**src/rtl/frame_uart_streamer_if.sv**
```systemverilog
// Streamer-side bundle: control, BRAM read port and uart_tx byte handshake.
// The streamer uses the master modport; its environment uses the slave modport.
interface frame_uart_streamer_if #(
  parameter int PIX_W  = 12,
  parameter int ADDR_W = 19
);
  logic              start;
  logic [1:0]        mode;
  logic              abort;
  logic              busy;
  logic              done;
  logic              rd_req;
  logic [ADDR_W-1:0] rd_addr;
  logic [PIX_W-1:0]  rd_data;
  logic [7:0]        tx_data;
  logic              start_tx;
  logic              tx_busy;

  modport master (
    input  start, mode, abort, rd_data, tx_busy,
    output busy, done, rd_req, rd_addr, tx_data, start_tx
  );

  modport slave (
    output start, mode, abort, rd_data, tx_busy,
    input  busy, done, rd_req, rd_addr, tx_data, start_tx
  );
endinterface

```
**src/rtl/frame_uart_streamer.sv**
```systemverilog
// Streams a BRAM frame buffer to uart_tx as HDR0, HDR1, mode byte, then packed pixels.
// Define FRAME_UART_STREAMER_CHECKSUM_EN to append an XOR-of-payload trailer byte.
module frame_uart_streamer #(
  parameter int         PIX_W  = 12,
  parameter int         ADDR_W = 19,
  parameter int         DEPTH  = 76800,
  parameter int         RD_LAT = 1,
  parameter logic [7:0] HDR0   = 8'hA5,
  parameter logic [7:0] HDR1   = 8'h5A
) (
  input  logic                  clk,
  input  logic                  rst_db,
  frame_uart_streamer_if.master bus
);
  // state | meaning
  // IDLE  | waiting for start, rd_addr parked at 0
  // HDR   | sending HDR0, HDR1 and the mode byte
  // FETCH | reading one pixel (a pair in packed mode)
  // SEND  | sending the bytes of the captured pixel(s)
  // NEXT  | advance the pixel index or finish
  // TRAIL | sending the checksum byte
  // FIN   | done pulse, then back to IDLE
  typedef enum logic [2:0] {
    IDLE, HDR, FETCH, SEND, NEXT,
`ifdef FRAME_UART_STREAMER_CHECKSUM_EN
    TRAIL,
`endif
    FIN
  } state_t;

  typedef enum logic [1:0] {HS_ISSUE, HS_ACK, HS_DONE} hs_t;

  localparam logic [ADDR_W:0] DEPTH_W = (ADDR_W+1)'(DEPTH);

  state_t            state_q;
  hs_t               hs_q;
  logic [1:0]        byte_idx_q;
  logic [ADDR_W-1:0] idx_q;
  logic [ADDR_W-1:0] rd_addr_q;
  logic [2:0]        lat_q;
  logic              fwait_q;
  logic              pair_q;
  logic [15:0]       pix0_q;
  logic [11:0]       pix1_q;
  logic [1:0]        mode_q;
  logic [1:0]        pmode_q;
  logic              busy_q;
  logic              done_q;
  logic              start_tx_q;
  logic [7:0]        tx_data_q;
`ifdef FRAME_UART_STREAMER_CHECKSUM_EN
  logic [7:0]        csum_q;
`endif

  logic [1:0]        eff_mode;
  logic [7:0]        cur_byte;
  logic [ADDR_W:0]   nxt1;
  logic [ADDR_W:0]   nxt2;
  logic              last_pix;

  assign nxt1     = {1'b0, idx_q} + (ADDR_W+1)'(1);
  assign nxt2     = {1'b0, idx_q} + (ADDR_W+1)'(2);
  assign last_pix = (pmode_q == 2'd2) ? (nxt2 >= DEPTH_W) : (nxt1 >= DEPTH_W);

  // Packed mode only exists for 12-bit pixels; otherwise fall back to two bytes per pixel.
  always_comb begin
    eff_mode = bus.mode;
    if (bus.mode == 2'd3) eff_mode = 2'd0;
    else if (bus.mode == 2'd2 && PIX_W != 12) eff_mode = 2'd1;
  end

  always_comb begin
    cur_byte = 8'h00;
    case (state_q)
      HDR: begin
        case (byte_idx_q)
          2'd0:    cur_byte = HDR0;
          2'd1:    cur_byte = HDR1;
          default: cur_byte = {6'b0, mode_q};
        endcase
      end
`ifdef FRAME_UART_STREAMER_CHECKSUM_EN
      TRAIL: cur_byte = csum_q;
`endif
      default: begin
        case (pmode_q)
          2'd1: cur_byte = (byte_idx_q == 2'd0) ? pix0_q[15:8] : pix0_q[7:0];
          2'd2: begin
            case (byte_idx_q)
              2'd0:    cur_byte = pix0_q[11:4];
              2'd1:    cur_byte = {pix0_q[3:0], pix1_q[11:8]};
              default: cur_byte = pix1_q[7:0];
            endcase
          end
          default: cur_byte = pix0_q[7:0];
        endcase
      end
    endcase
  end

  always_ff @(posedge clk or negedge rst_db) begin
    if (!rst_db) begin
      state_q    <= IDLE;
      hs_q       <= HS_ISSUE;
      byte_idx_q <= '0;
      idx_q      <= '0;
      rd_addr_q  <= '0;
      lat_q      <= '0;
      fwait_q    <= 1'b0;
      pair_q     <= 1'b0;
      pix0_q     <= '0;
      pix1_q     <= '0;
      mode_q     <= '0;
      pmode_q    <= '0;
      busy_q     <= 1'b0;
      done_q     <= 1'b0;
      start_tx_q <= 1'b0;
      tx_data_q  <= '0;
`ifdef FRAME_UART_STREAMER_CHECKSUM_EN
      csum_q     <= '0;
`endif
    end else begin
      start_tx_q <= 1'b0;
      done_q     <= 1'b0;
      if (state_q != IDLE && bus.abort) begin
        // A byte already handed to uart_tx finishes on its own; we just let go.
        state_q   <= IDLE;
        hs_q      <= HS_ISSUE;
        busy_q    <= 1'b0;
        rd_addr_q <= '0;
        fwait_q   <= 1'b0;
        pair_q    <= 1'b0;
      end else begin
        case (state_q)
          IDLE: begin
            if (bus.start && !bus.abort) begin
              state_q    <= HDR;
              hs_q       <= HS_ISSUE;
              busy_q     <= 1'b1;
              idx_q      <= '0;
              byte_idx_q <= '0;
              mode_q     <= bus.mode;
              pmode_q    <= eff_mode;
`ifdef FRAME_UART_STREAMER_CHECKSUM_EN
              csum_q     <= '0;
`endif
            end
          end
          FETCH: begin
            if (!fwait_q) begin
              // Odd-depth packed tail: the missing partner pixel is zero, no read issued.
              if (pair_q && nxt1 >= DEPTH_W) begin
                pix1_q     <= '0;
                pair_q     <= 1'b0;
                byte_idx_q <= '0;
                state_q    <= SEND;
              end else begin
                rd_addr_q <= pair_q ? nxt1[ADDR_W-1:0] : idx_q;
                lat_q     <= 3'(RD_LAT);
                fwait_q   <= 1'b1;
              end
            end else if (lat_q != 3'd0) begin
              lat_q <= lat_q - 3'd1;
            end else begin
              fwait_q <= 1'b0;
              if (pair_q) pix1_q <= 12'(bus.rd_data);
              else        pix0_q <= 16'(bus.rd_data);
              if (pmode_q == 2'd2 && !pair_q) begin
                pair_q <= 1'b1;
              end else begin
                pair_q     <= 1'b0;
                byte_idx_q <= '0;
                state_q    <= SEND;
              end
            end
          end
          NEXT: begin
            if (last_pix) begin
`ifdef FRAME_UART_STREAMER_CHECKSUM_EN
              byte_idx_q <= '0;
              state_q    <= TRAIL;
`else
              done_q     <= 1'b1;
              state_q    <= FIN;
`endif
            end else begin
              idx_q   <= (pmode_q == 2'd2) ? nxt2[ADDR_W-1:0] : nxt1[ADDR_W-1:0];
              state_q <= FETCH;
            end
          end
          FIN: begin
            busy_q    <= 1'b0;
            rd_addr_q <= '0;
            state_q   <= IDLE;
          end
          default: begin
            case (hs_q)
              HS_ISSUE: begin
                if (!bus.tx_busy) begin
                  tx_data_q  <= cur_byte;
                  start_tx_q <= 1'b1;
                  hs_q       <= HS_ACK;
`ifdef FRAME_UART_STREAMER_CHECKSUM_EN
                  if (state_q == SEND) csum_q <= csum_q ^ cur_byte;
`endif
                end
              end
              HS_ACK: if (bus.tx_busy) hs_q <= HS_DONE;
              default: begin
                if (!bus.tx_busy) begin
                  hs_q       <= HS_ISSUE;
                  byte_idx_q <= byte_idx_q + 2'd1;
                  if (state_q == HDR) begin
                    if (byte_idx_q == 2'd2) begin
                      fwait_q <= 1'b0;
                      pair_q  <= 1'b0;
                      state_q <= FETCH;
                    end
                  end else if (state_q == SEND) begin
                    if (byte_idx_q == pmode_q) state_q <= NEXT;
                  end
`ifdef FRAME_UART_STREAMER_CHECKSUM_EN
                  else if (state_q == TRAIL) begin
                    done_q  <= 1'b1;
                    state_q <= FIN;
                  end
`endif
                  else state_q <= IDLE;
                end
              end
            endcase
          end
        endcase
      end
    end
  end

  assign bus.busy     = busy_q;
  assign bus.rd_req   = busy_q;
  assign bus.done     = done_q;
  assign bus.rd_addr  = rd_addr_q;
  assign bus.tx_data  = tx_data_q;
  assign bus.start_tx = start_tx_q;
endmodule

```
**src/flat_wrapper.sv**
```systemverilog
// flat-port wrapper written by rule: the top's interface ports become plain ports
module frame_uart_streamer_flat 
#(
  parameter int         PIX_W  = 12,
  parameter int         ADDR_W = 19,
  parameter int         DEPTH  = 76800,
  parameter int         RD_LAT = 1,
  parameter logic [7:0] HDR0   = 8'hA5,
  parameter logic [7:0] HDR1   = 8'h5A
)
  (clk, rst_db, bus_start, bus_mode, bus_abort, bus_rd_data, bus_tx_busy, bus_busy, bus_done, bus_rd_req, bus_rd_addr, bus_tx_data, bus_start_tx);
  frame_uart_streamer_if #(.PIX_W(PIX_W), .ADDR_W(ADDR_W)) bus_i ();
  input  logic clk;
  input  logic rst_db;
  input wire logic [$bits(bus_i.start)-1:0] bus_start;
  input wire logic [$bits(bus_i.mode)-1:0] bus_mode;
  input wire logic [$bits(bus_i.abort)-1:0] bus_abort;
  input wire logic [$bits(bus_i.rd_data)-1:0] bus_rd_data;
  input wire logic [$bits(bus_i.tx_busy)-1:0] bus_tx_busy;
  output wire logic [$bits(bus_i.busy)-1:0] bus_busy;
  output wire logic [$bits(bus_i.done)-1:0] bus_done;
  output wire logic [$bits(bus_i.rd_req)-1:0] bus_rd_req;
  output wire logic [$bits(bus_i.rd_addr)-1:0] bus_rd_addr;
  output wire logic [$bits(bus_i.tx_data)-1:0] bus_tx_data;
  output wire logic [$bits(bus_i.start_tx)-1:0] bus_start_tx;
  assign bus_i.start = bus_start;
  assign bus_i.mode = bus_mode;
  assign bus_i.abort = bus_abort;
  assign bus_i.rd_data = bus_rd_data;
  assign bus_i.tx_busy = bus_tx_busy;
  assign bus_busy = bus_i.busy;
  assign bus_done = bus_i.done;
  assign bus_rd_req = bus_i.rd_req;
  assign bus_rd_addr = bus_i.rd_addr;
  assign bus_tx_data = bus_i.tx_data;
  assign bus_start_tx = bus_i.start_tx;
  frame_uart_streamer #(.PIX_W(PIX_W), .ADDR_W(ADDR_W), .DEPTH(DEPTH), .RD_LAT(RD_LAT), .HDR0(HDR0), .HDR1(HDR1)) u_core (.clk(clk), .rst_db(rst_db), .bus(bus_i));
endmodule
```
**config.mk**
```make
export PLATFORM = sky130hd
export DESIGN_NAME = frame_uart_streamer_flat
export DESIGN_NICKNAME = d
export VERILOG_FILES = /design/src/rtl/frame_uart_streamer_if.sv /design/src/rtl/frame_uart_streamer.sv /design/src/flat_wrapper.sv
export SDC_FILE = /design/constraint.sdc
export NUM_CORES = 1
export LEC_CHECK = 0
export CELL_PAD_IN_SITES_DETAIL_PLACEMENT = 1
export CELL_PAD_IN_SITES_GLOBAL_PLACEMENT = 1
export CORE_UTILIZATION = 48
export CTS_CLUSTER_DIAMETER = 40
export DETAILED_ROUTE_END_ITERATION = 10
export PLACE_DENSITY = 0.88
export SLEW_MARGIN = 20
export SYNTH_ARGS = -nofsm -noshare
export SYNTH_HDL_FRONTEND = slang
export SYNTH_SLANG_ARGS = --single-unit
```
**constraint.sdc**
```tcl
create_clock -name clk -period 7.3 [get_ports clk]
set_input_delay 2.19 -clock clk [delete_from_list [all_inputs] [get_ports clk]]
set_output_delay 2.19 -clock clk [all_outputs]
set_load 0.03 [all_outputs]
```
# ---- After elaboration in Yosys (flattened, before gate mapping)
# Cells that the tools add are included.
dict set report word_totals {
  out_inout_bits 31
  romBits 0
  ff_bits 89
  elab_cells 179
  ram_bits 0
  n_memories 0
  inputBits 19
  latch_bits 0
}
dict set report op_classes {
  n_reduce_logical 35
  magnitude_cmp 2
  n_div 0
  n_mux 76
  n_bitwise 6
  shifts 0
  eq_ne 40
  n_mul 0
  n_addsub 4
}
# op count
set op_table {}
lappend op_table {{$mux 19} 7}
lappend op_table {{$pmux 19 s2} 2}
lappend op_table {{$mux 12} 4}
lappend op_table {{$mux 3} 16}
lappend op_table {{$pmux 8 s2} 3}
lappend op_table {{$ge 20x17->1 const B} 2}
lappend op_table {{$mux 2} 12}
lappend op_table {{$mux 1} 23}
lappend op_table {{$add 19x1->20 const B} 1}
lappend op_table {{$add 19x2->20 const B} 1}
lappend op_table {{$reduce_and 5->1} 4}
lappend op_table {{$ne 3x1->1 const B} 6}
lappend op_table {{$reduce_bool 3->1} 6}
lappend op_table {{$mux 8} 2}
lappend op_table {{$reduce_and 8->1} 2}
lappend op_table {{$ne 6x1->1 const B} 2}
lappend op_table {{$pmux 3 s4} 1}
lappend op_table {{$reduce_and 4->1} 3}
lappend op_table {{$ne 3x3->1 const B} 3}
lappend op_table {{$ne 2x1->1 const B} 4}
lappend op_table {{$ne 2x2->1 const B} 4}
lappend op_table {{$ne 4x1->1 const B} 2}
lappend op_table {{$ne 4x3->1 const B} 2}
lappend op_table {{$ne 4x4->1 const B} 2}
lappend op_table {{other kinds (26)} 49}

# ---- Logic depth before layout (Yosys ltp)
# Gate-level depths: netlist (run 1).
dict set report depth {
  depth_word 8
  depth_mapped 12
  mapped_depth_nobuf 9
}

# ---- Worst setup path after synthesis (run 1)
# No wires, ideal clock.
dict set report synth_timing {
  path_type {input -> register}
  from {in bus_abort}
  to {reg u_core.state_q[0]}
  n_path_buf 0
  required_ps 7163
  cell_stages 7
  path_slack_ps 3895
  setup_ps 137
  t_arrival_ps 3268
  path_cell_list {clkinv_1 > a211oi_1 > a31oi_1 > o22ai_1 > a21oi_1 > o21ai_0 > o32ai_1}
}
dict set report synth_between {
  elab_chain_cells 4
  elab_cells_between_ends 13
  cone_classes {eq/ne (8); mux (1); reduce/logical (4)}
}
# item line_no
set synth_rtl {}
lappend synth_rtl {{start: declaration} flat_wrapper.sv:17} ;# input wire logic [$bits(bus_i.abort)-1:0] bus_abort;
lappend synth_rtl {{$logic_not 1->1} frame_uart_streamer.sv:136} ;# if (bus.start && !bus.abort) begin
lappend synth_rtl {{$logic_and 1x1->1} frame_uart_streamer.sv:136}
lappend synth_rtl {{$ne 3x1->1 (no line)} -}
lappend synth_rtl {{$reduce_and 8->1 (no line)} -}
lappend synth_rtl {{end signal: assignment} frame_uart_streamer.sv:127} ;# state_q <= IDLE;
lappend synth_rtl {{end signal: assignment} frame_uart_streamer.sv:137} ;# state_q <= HDR;
lappend synth_rtl {{end signal: assignment} frame_uart_streamer.sv:156} ;# state_q <= SEND;
lappend synth_rtl {{end: declaration} frame_uart_streamer.sv:35} ;# state_t state_q;
# Parallel ways exist; a longest one is shown, timed or not.
# A chain may end at the register's enable or synchronous reset.

# ---- Final worst setup path (run 1)
# Same ends and word-level chain as after synthesis.

==> flow_summary.yaml, run 1 <==
clock_tree:
  ctsRootBufferMaster: "clkbuf_16"
  htreeDepth: 3
  post_cts_hold_fix_bufs: 0
  postCtsSetupRepairBufs: 0
  cts_tree: "built"
  worst_skew_pair.late_latency_ps: 360
  clkTransAtPathRegs_ps: 70
  cts_inserted_buffers: 9
  post_cts.resized_instances: 0
  cts_num_sinks: 89
  cts_buffer_depth: 2
synth:
  prevailing_post_synth_register_cell: "dfrtp_1"
  syn_nets: 660
  mappedNetlistArea_sq_um: 5570
  synth-warning-count: 0
  yosys.area.top_type_share_pct: 40.0
  synth-seq-area-share_pct: 40.0
  synth-edff-count: 0
  synth_seq_cells: 89
  yosys.cell_types.count: 65
  syn_avg_cell_area_sq_um: 8.84
  biggest_area_contributors_in_the_synthesized_netlist: "dfrtp_1, a21oi_1, a22o_1"
  library_cell_with_the_largest_summed_area_after_synthesis: "dfrtp_1"
  gate_count_of_the_mapped_netlist: 630
  asyncSetResetFlopFracSynth_pct: 100
worst_setup_path:
  setup.worst_path.start_class: "input pin"
  arrival_ps: 4600
  setup.worst_path.end_class: "flop"
  reg2reg_slack_ps: 3420
  crit_type: "input pin to flop"
  critical_path_required_ps: 7540
  crit_path_max_fanout: 13
timing:
  tns_ps: 0
  worst_pin_slew_ps: 987
  worst_slew_margin_rel_pct: 34.0
  count_of_endpoints_failing_setup_in_the_final_report: 0
  grt_setup_unrepaired: "no"
  fmaxAchievable_mhz: 229
  fin_crit_ps: 4360
  finalHoldViolations: 0
  final_max_slew_viol_count: 0
  period_share_pct: 59.8
  finalClockSkew_ps: 10.6
  final.setup.worst_slack_ps: 2940
routing:
  drt-vias-per-instance: 6.66
  drc: 0
  wl_um: 17900
  maxUsedRoutingLayer: "met4"
  detail_route.wirelength.met1_um: 8140
  detailedRoute.firstPassIterationCount: 5
  drtAntennaViolNets: 0
  route.vias.total: 5232
  met3_length_um: 1180
  routed_wire_length_per_instance_um: 22.8
  wl_met2_um: 8240
  drt_iter0_drc: 528
placed_design:
  port_buffers: 49
  worst_slack_after_detailed_placement_ps: 2690
  weighted_congestion_at_the_end_of_routability_driven_global_placement: 0.947
  post-dp-hpwl_um: 12300
  placement.cell_area_sq_um: 6000
finish:
  antenna_diodes: 0
  area.growth.synth_to_final_pct: 13.6
  number_of_fillers_in_the_final_layout: 1303
  post-route-cell-area_sq_um: 6330
  mostFrequentLayoutCells: "dfrtp_1, nor2_1, nand2_1"
  drive_gt1_share_pct: 7.12
  final_net_count: 671
  layout_commonest_cell: "dfrtp_1"
grt:
  groute.usage.overall_pct: 31.6
  first_global_vias: 5274
  grt_pass1_wl_um: 29000
  grt_remaining_overflow: 0
  grt_antenna_before_repair: 0
  maximum_number_of_pins_on_one_net_before_global_route_repair: 81
job:
  max_cap_viol_count: 0
status:
  outcome: "completed"
pwr:
  leakage_nw: 2.49
  report.power.total_w: 0.00214
  worst_ir_drop_vdd_mv: 0.259
  power_per_cell_area_nw_per_um2: 338
die:
  die_area_sq_um: 12000
  start_util_pct: 50.3
  fp.dieW_um: 110
  row_count: 38
  chipHeight_um: 110
  core_area_sq_um: 11100
  io-pin-count: 50
worst_hold_path:
  hold_class: "flop to flop"
[report_power, final]
part / leakage (nW) / internal [W] / switching [W]
sequential: 1.20 / 0.000607 / 0.000141
clock: 0.157 / 0.000287 / 0.000215
combinational: 1.13 / 0.000329 / 0.000562
[synth_stat cells (4+ instances only)]
cell type / count
o21ai_1: 6
nand4_1: 10
nor3_1: 20
a21oi_1: 52
buf_4: 9
nand2_1: 53
xnor2_1: 20
and3_1: 4
a31oi_1: 10
nand3_1: 23
and4_1: 6
nand2b_1: 5
dfrtp_1: 89
o22ai_1: 4
o31ai_1: 22
o21ai_0: 27
nor2_1: 56
inv_1: 21
mux2i_1: 5
xor2_1: 8
o221ai_1: 4
mux2_2: 12
buf_2: 9
ha_1: 11
a311oi_1: 15
o41ai_1: 4
clkbuf_1: 29
a22o_1: 27
[worst max-delay path, stage by stage]
cell and delay [ps]:
clkdlybuf4s50_1 770, clkinv_1 390, a211oi_1 300, a31oi_1 70, o22ai_1 430, a21oi_1 110
o32ai_1 340
[flip-flops by register name (all words and copies together), names as in the netlist]
register and flops:
u_core.pix0_q 12, u_core.pmode_q 2, u_core.idx_q 19, u_core.pix1_q 12, u_core.bus.start_tx 1, u_core.hs_q 2, u_core.bus.rd_addr 19, u_core.fwait_q 1
u_core.bus.busy 1, u_core.state_q 3, u_core.pair_q 1, u_core.bus.tx_data 8, u_core.bus.done 1, u_core.lat_q 3, u_core.mode_q 2, u_core.byte_idx_q 2
[cells by family after synthesis]
group | Yosys count | share of synthesized area, %
buffers and inverters | 75 | 6.13
xor gates and xnor gates | 28 | 4.40
and+or+nand+nor | 211 | 19.2
DFF | 89 | 40.0
adders and majority gates | 11 | 2.47
muxes | 17 | 3.32
AOI/OAI and AO/OA | 199 | 24.5
[layout make-up]
cell class	instances	area [sq um]	area share (%)
timing repair buffer	52	514	8.13
sequential	89	2230	35.2
clock inverter	5	61.3	0.969
clock buffer	11	253	4.00
tap	140	175	2.77
multi-input combinational	466	3010	47.6
inverter	23	86.3	1.36
[through the flow]
stage,hold slack [ps],util [%],cells
after global routing,520,57.1,786
final,493,57.1,786
after detailed placement,465,54.2,770
after global placement,462,54.2,770
after floorplan,446,-,630
after CTS,493,57.0,786
[layer usage]
layer / vias to the layer above / global-route usage, %
li1: 2350 / -
met1: 2647 / 44.7
met2: 204 / 47.8
met3: 31 / 6.76
met4: 0 / 10.6
met5: - / 0
[final timing paths]
check                                          to  cells past startpoint        startpoint
max in group asynchronous       u_core.pix0_q[11]                      2            rst_db
hold / removal                   u_core.mode_q[1]                      2  u_core.mode_q[1]
min in group asynchronous        u_core.idx_q[18]                      1            rst_db
hold reg to reg                  u_core.mode_q[1]                      2  u_core.mode_q[1]
setup / recovery                u_core.state_q[0]                      7         bus_abort
setup reg to reg           u_core.bus.rd_addr[12]                      9   u_core.idx_q[1]
(Power assumes the default switching activity.)
==> run 2: changes to the inputs <==
Settings changed: CORE_UTILIZATION 48 to 45, PLACE_DENSITY 0.88 to 0.83.
Clock period 7.3 ns to 4.1 ns, I/O delays scaled along.
==> flow_summary.yaml, run 2 (synthesis gave the netlist of run 1 again) <==
finish:
  drive_gt1_share_pct: 8.38
  final_net_count: 681
  number_of_fillers_in_the_final_layout: 1409
  layout_commonest_cell: "dfrtp_1"
  post-route-cell-area_sq_um: 6440
  antenna_diodes: 0
  layout.core_utilization_pct: 53.4
  area.growth.synth_to_final_pct: 15.6
  mostFrequentLayoutCells: "dfrtp_1, nor2_1, nand2_1"
grt:
  grt_remaining_overflow: 0
  groute.usage.overall_pct: 29.2
  maximum_number_of_pins_on_one_net_before_global_route_repair: 54
  first_global_vias: 5467
  grt_pass1_wl_um: 28800
  grt_antenna_before_repair: 0
placed_design:
  placement.cell_area_sq_um: 6110
  port_buffers: 49
  weighted_congestion_at_the_end_of_routability_driven_global_placement: 0.993
  post-dp-hpwl_um: 12700
pwr:
  power_switching_w: 0.00159
  sequentialPowerShare_pct: 34.5
  leakage_nw: 2.53
  power_frac_clock_pct: 23.6
  power_per_cell_area_nw_per_um2: 592
  worst_ir_drop_vdd_mv: 0.331
  internal_power_w: 0.00222
  share_comb_of_total_power_pct: 41.9
  switching_share_pct: 41.8
worst_setup_path:
  critical_path.cell_chain: "and4_1 -> nand3_1 -> nor2_2 -> xnor2_1 -> a311o_1 -> a311oi_4 -> nor3_1 -> a211o_1"
  max_incr_delay_on_cp_ps: 850
  path_buf_inv: 0
  arrival_ps: 3720
  setup.worst_path.start_class: "flop"
  crit_type: "flop to flop"
  crit_path_max_fanout: 17
  timing.critical_path.max_delay_family: "compound AO/OA/AOI/OAI gates"
  worst_path_max_delay_cell: "a311oi_4"
  critical_path_required_ps: 4350
  setup.worst_path.end_class: "flop"
die:
  io-pin-count: 50
  row_count: 40
  die_area_sq_um: 12800
  core_area_sq_um: 12100
  start_util_pct: 46.2
  fp.dieW_um: 113
  chipHeight_um: 113
timing:
  finalClockSkew_ps: 9.15
  tns_ps: 0
  worst_slew_margin_rel_pct: 38.2
  worst_pin_slew_ps: 927
  count_of_endpoints_failing_setup_in_the_final_report: 0
  fmaxAchievable_mhz: 288
  whs_ps: 477
  final_max_slew_viol_count: 0
  fin_crit_ps: 3470
  period_share_pct: 84.7
  finalHoldViolations: 0
  grt_setup_unrepaired: "no"
clock_tree:
  cts_tree: "built"
  ctsRootBufferMaster: "clkbuf_16"
  htreeDepth: 3
  clkTransAtPathRegs_ps: 70
  cts_buffer_depth: 2
  worst_skew_pair.late_latency_ps: 360
  post_cts_hold_fix_bufs: 0
  postCtsSetupRepairBufs: 0
  cts_inserted_buffers: 9
  post_cts.resized_instances: 0
  cts_num_sinks: 89
routing:
  drc: 0
  routed_wire_length_per_instance_um: 21.5
  wl_um: 17700
  drtAntennaViolNets: 0
  detailedRoute.firstPassIterationCount: 5
  drt_iter0_drc: 432
  drt-vias-per-instance: 6.30
  route.vias.total: 5189
status:
  outcome: "completed"
worst_hold_path:
  hold_class: "flop to flop"
job:
  max_cap_viol_count: 0
run 2: power groups by stage:
stage / Clock [W] / Sequential [W] / Combinational [W]
after floorplan: 0 / 0.00138 / 0.000938
after global placement: 0 / 0.00130 / 0.00152
after detailed placement: 0 / 0.00132 / 0.00157
after CTS: 0.000912 / 0.00131 / 0.00159
after global routing: 0.000946 / 0.00134 / 0.00174
final: 0.000899 / 0.00131 / 0.00160
run 2: stage by stage:
step                      total power [W]  std cells  setup slack [ps]
after floorplan                   0.00232        630              1460
after global placement            0.00283        808               569
after detailed placement          0.00289        808               482
after CTS                         0.00381        824               677
after global routing              0.00402        824               471
final                             0.00381        824               627
run 2: per-layer routing:
layer | GRT usage (%) | wire length [um] | up-vias
li1 | - | - | 2362
met1 | 33.5 | 7090 | 2602
met2 | 51.3 | 9030 | 167
met3 | 5.41 | 800 | 58
met4 | 16.4 | 780 | 0
met5 | 0 | 0 | -
run 2: area by class of cell:
class                           instances  area (sq um)  area share (%)
Multi-Input combinational cell        466          3010            46.7
Sequential cell                        89          2230            34.6
Timing Repair Buffer                   62           586            9.10
Clock buffer                           10           229            3.56
Tap cell                              168           210            3.27
Clock inverter                          6          90.1            1.40
Inverter                               23          86.3            1.34
run 2: worst paths after layout:
path                             startpoint               endpoint  slack (ps)  depth (start not counted)
max in group asynchronous            rst_db  u_core.bus.rd_addr[9]        2410                          2
min                        u_core.mode_q[1]       u_core.mode_q[1]         480                          2
max reg2reg                u_core.idx_q[11]        u_core.idx_q[2]         630                          8
max                        u_core.idx_q[11]        u_core.idx_q[2]         630                          8
min in group asynchronous            rst_db       u_core.idx_q[16]         920                          1
min reg2reg                u_core.mode_q[1]       u_core.mode_q[1]         480                          2
run 2: worst register-to-register path, stage by stage (launching register included):
cell	delay (ps)
dfrtp_1	630
and4_1	470
nand3_1	210
nor2_2	150
xnor2_1	140
a311o_1	500
a311oi_4	860
nor3_1	120
a211o_1	300
